--- config.mk ---
export PLATFORM = sky130hd
export DESIGN_NAME = chacha_keystream_xor
export DESIGN_NICKNAME = d
export VERILOG_FILES = /design/src/rtl/chacha_pkg.sv /design/src/rtl/chacha_xor_outreg.sv /design/src/rtl/chacha_keystream_xor.sv
export SDC_FILE = /design/constraint.sdc
export NUM_CORES = 1
export LEC_CHECK = 0
export CORE_ASPECT_RATIO = 0.75
export CORE_MARGIN = 5
export CORE_UTILIZATION = 48
export CTS_BUF_LIST = sky130_fd_sc_hd__clkbuf_2
export CTS_CLUSTER_SIZE = 12
export DETAILED_ROUTE_END_ITERATION = 10
export GPL_ROUTABILITY_DRIVEN = 0
export HOLD_SLACK_MARGIN = 0.08
export PLACE_DENSITY = 0.84
export REMOVE_ABC_BUFFERS = 1
export SLEW_MARGIN = 0
export SYNTH_ARGS = -nofsm -noshare
export SYNTH_HDL_FRONTEND = slang
export SYNTH_SLANG_ARGS = --single-unit
export TNS_END_PERCENT = 1
--- constraint.sdc ---
create_clock -name clk -period 61.1 [get_ports clk]
set_input_delay 9.165 -clock clk [delete_from_list [all_inputs] [get_ports clk]]
set_output_delay 9.165 -clock clk [all_outputs]
set_load 0.01 [all_outputs]
--- src/rtl/chacha_pkg.sv ---
// Shared types and constants for the ChaCha20 keystream consumer.
package chacha_pkg;

    localparam int WORDS_PER_BLOCK = 16;

    typedef logic [31:0] word_t;

    // Row-major keystream block: word k lives at [k/4][k%4].
    typedef word_t [3:0][3:0] matrix_t;

    typedef enum logic [1:0] {
        IDLE,
        REQ,
        WAIT,
        STREAM
    } kstream_state_t;

endpackage

--- src/rtl/chacha_xor_outreg.sv ---
// Output holding register for the XOR stream with valid/ready semantics.
module chacha_xor_outreg
    import chacha_pkg::*;
(
    input  logic       clk,
    input  logic       rst,
    input  logic       load_i,
    input  word_t      data_i,
    input  logic [3:0] keep_i,
    input  logic       last_i,
    input  logic       ready_i,
    output logic       valid_o,
    output word_t      data_o,
    output logic [3:0] keep_o,
    output logic       last_o
);

    logic       valid_q, valid_d;
    word_t      data_q, data_d;
    logic [3:0] keep_q, keep_d;
    logic       last_q, last_d;

    // Load on a transfer, drop valid once the consumer takes the word, else hold.
    always_comb begin
        valid_d = valid_q;
        data_d  = data_q;
        keep_d  = keep_q;
        last_d  = last_q;
        if (load_i) begin
            valid_d = 1'b1;
            data_d  = data_i;
            keep_d  = keep_i;
            last_d  = last_i;
        end else if (ready_i) begin
            valid_d = 1'b0;
        end
    end

    // Output register; a reset drops any word still waiting for the consumer.
    always_ff @(posedge clk or posedge rst) begin
        if (rst) begin
            valid_q <= 1'b0;
            data_q  <= '0;
            keep_q  <= '0;
            last_q  <= 1'b0;
        end else begin
            valid_q <= valid_d;
            data_q  <= data_d;
            keep_q  <= keep_d;
            last_q  <= last_d;
        end
    end

    assign valid_o = valid_q;
    assign data_o  = data_q;
    assign keep_o  = keep_q;
    assign last_o  = last_q;

endmodule

--- src/rtl/chacha_keystream_xor.sv ---
// Captures ChaCha20 keystream blocks from the core, XORs them onto a 32-bit
// message stream and requests the next block (with its counter) as needed.
module chacha_keystream_xor #(
    parameter int WORDS_PER_BLOCK = 16
) (
    input  logic                clk,
    input  logic                rst,
    input  logic                start,
    input  logic [31:0]         init_counter,
    output logic [31:0]         block_counter,
    output logic                setRounds,
    input  chacha_pkg::matrix_t chachamatrixOUT,
    input  logic                blockready,
    input  logic [31:0]         in_data,
    input  logic [3:0]          in_keep,
    input  logic                in_last,
    input  logic                in_valid,
    output logic                in_ready,
    output logic [31:0]         out_data,
    output logic [3:0]          out_keep,
    output logic                out_last,
    output logic                out_valid,
    input  logic                out_ready,
    output logic                busy
);
    import chacha_pkg::*;

    localparam logic [3:0] LAST_IDX = 4'(WORDS_PER_BLOCK - 1);

    kstream_state_t state_q, state_d;
    logic [31:0]    counter_q, counter_d;
    logic [3:0]     word_idx_q, word_idx_d;
    matrix_t        buf_q, buf_d;

    logic  xfer;
    word_t ks_word;
    word_t xor_data;

    assign in_ready      = (state_q == STREAM) && (!out_valid || out_ready);
    assign xfer          = in_valid && in_ready;
    assign setRounds     = (state_q == REQ);
    assign busy          = (state_q != IDLE);
    assign block_counter = counter_q;

    assign ks_word = buf_q[word_idx_q[3:2]][word_idx_q[1:0]];

    // Byte-wise XOR; bytes the sender marked invalid are zeroed.
    genvar gi;
    generate
        for (gi = 0; gi < 4; gi++) begin : g_byte
            assign xor_data[8*gi +: 8] = in_keep[gi] ? (in_data[8*gi +: 8] ^ ks_word[8*gi +: 8]) : 8'h00;
        end
    endgenerate

    // Next-state logic: request, wait for the core, then stream one block.
    always_comb begin
        state_d    = state_q;
        counter_d  = counter_q;
        word_idx_d = word_idx_q;
        buf_d      = buf_q;
        case (state_q)
            IDLE: begin
                if (start) begin
                    counter_d = init_counter;
                    state_d   = REQ;
                end
            end
            REQ: begin
                state_d = WAIT;
            end
            WAIT: begin
                if (blockready) begin
                    buf_d      = chachamatrixOUT;
                    word_idx_d = '0;
                    state_d    = STREAM;
                end
            end
            STREAM: begin
                if (xfer) begin
                    word_idx_d = word_idx_q + 4'd1;
                    if (in_last) begin
                        // Message done: the rest of the block is simply discarded.
                        state_d = IDLE;
                    end else if (word_idx_q == LAST_IDX) begin
                        counter_d = counter_q + 32'd1;
                        state_d   = REQ;
                    end
                end
            end
            default: state_d = IDLE;
        endcase
    end

    // State, counter, index and keystream buffer registers.
    always_ff @(posedge clk or posedge rst) begin
        if (rst) begin
            state_q    <= IDLE;
            counter_q  <= '0;
            word_idx_q <= '0;
            buf_q      <= '0;
        end else begin
            state_q    <= state_d;
            counter_q  <= counter_d;
            word_idx_q <= word_idx_d;
            buf_q      <= buf_d;
        end
    end

    chacha_xor_outreg u_outreg (
        .clk     (clk),
        .rst     (rst),
        .load_i  (xfer),
        .data_i  (xor_data),
        .keep_i  (in_keep),
        .last_i  (in_last),
        .ready_i (out_ready),
        .valid_o (out_valid),
        .data_o  (out_data),
        .keep_o  (out_keep),
        .last_o  (out_last)
    );

endmodule

==> qor.yml <==
global_route:
  grt_pass1_vias: 22025
  grt_overflow: 0
  grt_max_degree: 192
  grtUsageTotal_pct: 25.9
  antenna_found_initial: 30
  grt_first_pass_wirelength_um: 125000
clock_tree:
  cts_resized: 0
  clockBufferDepth: 3
  path_clk_slew_ns: 0.11
  cts_made_buffers: 146
  cts_max_level: 4
  cts.sinks: 588
  clock_latency_ns: 1.34
  cts_root_buf: "clkbuf_2"
  cts_tree: "built"
  cts_hold_buf: 0
  postCtsSetupBuffers: 0
timing:
  finalSetupViolCount: 0
  worst_pin_slew_ns: 1.13
  finalHoldViolations: 0
  timing.final.max_slew_violations: 0
  final.period_utilization_pct: 32.4
  relSlewSlack_pct: 24.8
  whs_ns: 0.488
  rsz0062_at_grt: "false"
  skew_ns: 0.0910
  fin_crit_ns: 19.81
  fmax_mhz: 50.5
  setup_tns_ns: 0
critical_path:
  worst_setup_path_start_kind: "input pin"
  arrival_ns: 10.65
  critPathMaxFanout: 6
  cp_data_required_time_ns: 51.93
  slowest_delay_ns: 0.56
  worstReg2RegEnd: "buf_q[232]"
  worst_path_most_repeated_cell: "clkdlybuf4s50_1"
  reg2regPathDepth: 7
  timing.rr.start: "state_q[0]"
  critPathKind: "input pin to primary output"
  cp-end-kind: "primary output"
  path_cells: "clkdlybuf4s50_1 > nand2b_1 > and2_1 > clkdlybuf4s50_1"
  critical-path-slowest-cell: "clkdlybuf4s50_1"
  reg2reg_slack_ns: 55.77
floorplan:
  start_util_pct: 48.3
  die_area_mm2: 0.0626
  die_h_um: 218
  ios: 660
  die_w_um: 287
  core_area_mm2: 0.0572
  rows: 76
routing:
  finalWirelength_um: 81900
  num_vias: 19847
  postRouteAntennaNets: 0
  first_pass_iters: 5
  via_per_inst: 5.57
  first_iter_violations: 1427
  drc: 0
  wl_per_cell_um: 23.0
min_path:
  hp-start: "u_outreg.keep_o[3]"
  hp-class: "register to register"
  hold_end: "u_outreg.keep_o[3]"
  hold_depth: 1
logic_synthesis:
  ys_seq_elements: 588
  syn_avg_cell_area_um2: 14.0
  async_flop_share_pct: 100
  ys.flop_type: "dfrtp_1"
  synth_area_mm2: 0.0277
  synth_edf_count: 0
  synthTopCellsByArea: "dfrtp_1 53%, mux2_2 25%, mux4_2 5.4%"
  yosys.area.top_type: "dfrtp_1"
  ys_warn_count: 0
  syn_inst: 1974
  synth_seq_area_share_pct: 53.2
  synth_cell_type_count: 49
  yosysTopAreaCellShare_pct: 53.2
power:
  p_leak_uw: 0.0146
  pwr_density_cell_mw_per_mm2: 43.7
  vdd_drop_max_uv: 22.7
  p_total_uw: 1580
job:
  drv_cap: 0
place:
  io_buffer_count: 659
  dpl-instance-area_mm2: 0.0348
  hpwlAfterDp_um: 57000
  place_inst: 3293
cells_and_area:
  drive_gt1_share_pct: 34.6
  layout_commonest_cell: "clkdlybuf4s50_1"
  instances_no_fill: 3563
  area_delta_synth_final_pct: 30.8
  final_cell_mix: "659 x clkdlybuf4s50_1, 605 x mux2_2, 584 x dfrtp_1"
  fillerInstances: 4289
  fin_nets: 3255
  design_area_mm2: 0.0362
status:
  status: "finished, final reports clean"
[synth_stat cells, types with 2 or more instances]
cell type / instances
a21o_1: 5
a21oi_1: 73
a2bb2oi_1: 17
a31oi_1: 2
a32o_1: 31
and2_1: 7
and3_1: 8
and4_1: 3
buf_1: 2
buf_2: 24
buf_4: 3
buf_6: 9
clkbuf_1: 103
dfrtp_1: 588
ha_1: 7
inv_1: 9
mux2_2: 605
mux2i_1: 70
mux4_2: 66
nand2_1: 40
nand2b_1: 66
nand3_1: 21
nand4_1: 12
nor2_1: 9
nor2b_1: 2
nor3_1: 5
o21ai_0: 74
o21ai_1: 4
o221ai_2: 30
o22ai_1: 16
o311ai_0: 2
o31ai_1: 5
or2_2: 2
or3_1: 37
or4_1: 3
[metrics by stage]
step | util (%) | setup WS, ns
floorplan | - | 35.48
global placement | 60.9 | 41.32
detailed placement | 60.9 | 41.31
CTS | 63.1 | 41.30
global route | 63.2 | 41.25
finish | 63.2 | 41.29
[registers in the layout (all words and copies together) (netlist names)]
| signal | flops |
|---|---|
| buf_q | 512 |
| state_q | 2 |
| block_counter | 32 |
| u_outreg.keep_o | 4 |
| u_outreg.valid_o | 1 |
| word_idx_q | 4 |
| u_outreg.last_o | 1 |
| u_outreg.data_o | 32 |
[critical path, delay by kind of cell]
kind / cells / cell delay (ns)
buf+inv: 2 / 1.03
simple gates: 2 / 0.44
[power by group]
group	total (µW)	leakage [µW]	internal, µW	switching (µW)
registers	700	0.00696	586	114
logic	613	0.00668	363	251
clock network	267	0.000967	103	164
total	1580	0.0146	1050	528
[metal layers]
metal | wire length [µm] | part of all wire (%) | GRT usage [%] | up-vias
met5 | 173 | 0.21 | 0 | -
met4 | 3280 | 4.0 | 11.2 | 28
met3 | 7460 | 9.1 | 9.33 | 252
met2 | 39900 | 49 | 43.0 | 831
met1 | 31100 | 38 | 30.6 | 9896
li1 | - | - | - | 8840
[kinds of logic (layout without fill, tap and decap cells)]
logic type / Yosys count / in the layout / share of synthesized area [%]
multiplexers: 742 / 742 / 32.6
AND/OR/NAND/NOR: 219 / 219 / 4.46
other: 0 / 23 / 0
AO/OA/AOI/OAI: 267 / 267 / 7.02
XOR/XNOR: 1 / 1 / 0.0317
flip-flops: 588 / 588 / 53.2
buffers and inverters: 150 / 936 / 2.43
adder cells (fa/ha/maj): 7 / 7 / 0.317
[worst max-delay path by stage]
stage / start / end / cells after the start
floorplan: rst / block_counter[0] / 1
global placement: out_ready / in_ready / 4
detailed placement: out_ready / in_ready / 4
CTS: out_ready / in_ready / 4
global route: out_ready / in_ready / 4
finish: out_ready / in_ready / 4
[layout make-up]
class	count	area (µm²)	share of cell area [%]
Clock buffer	208	1040	2.88
Clock inverter	39	243	0.671
Multi-Input combinational cell	1236	12300	34.0
Inverter	9	41.3	0.114
Antenna cell	23	57.6	0.159
Timing Repair Buffer	680	6780	18.7
Tap cell	780	976	2.70
Sequential cell	588	14700	40.7
(Power assumes the default switching activity.)
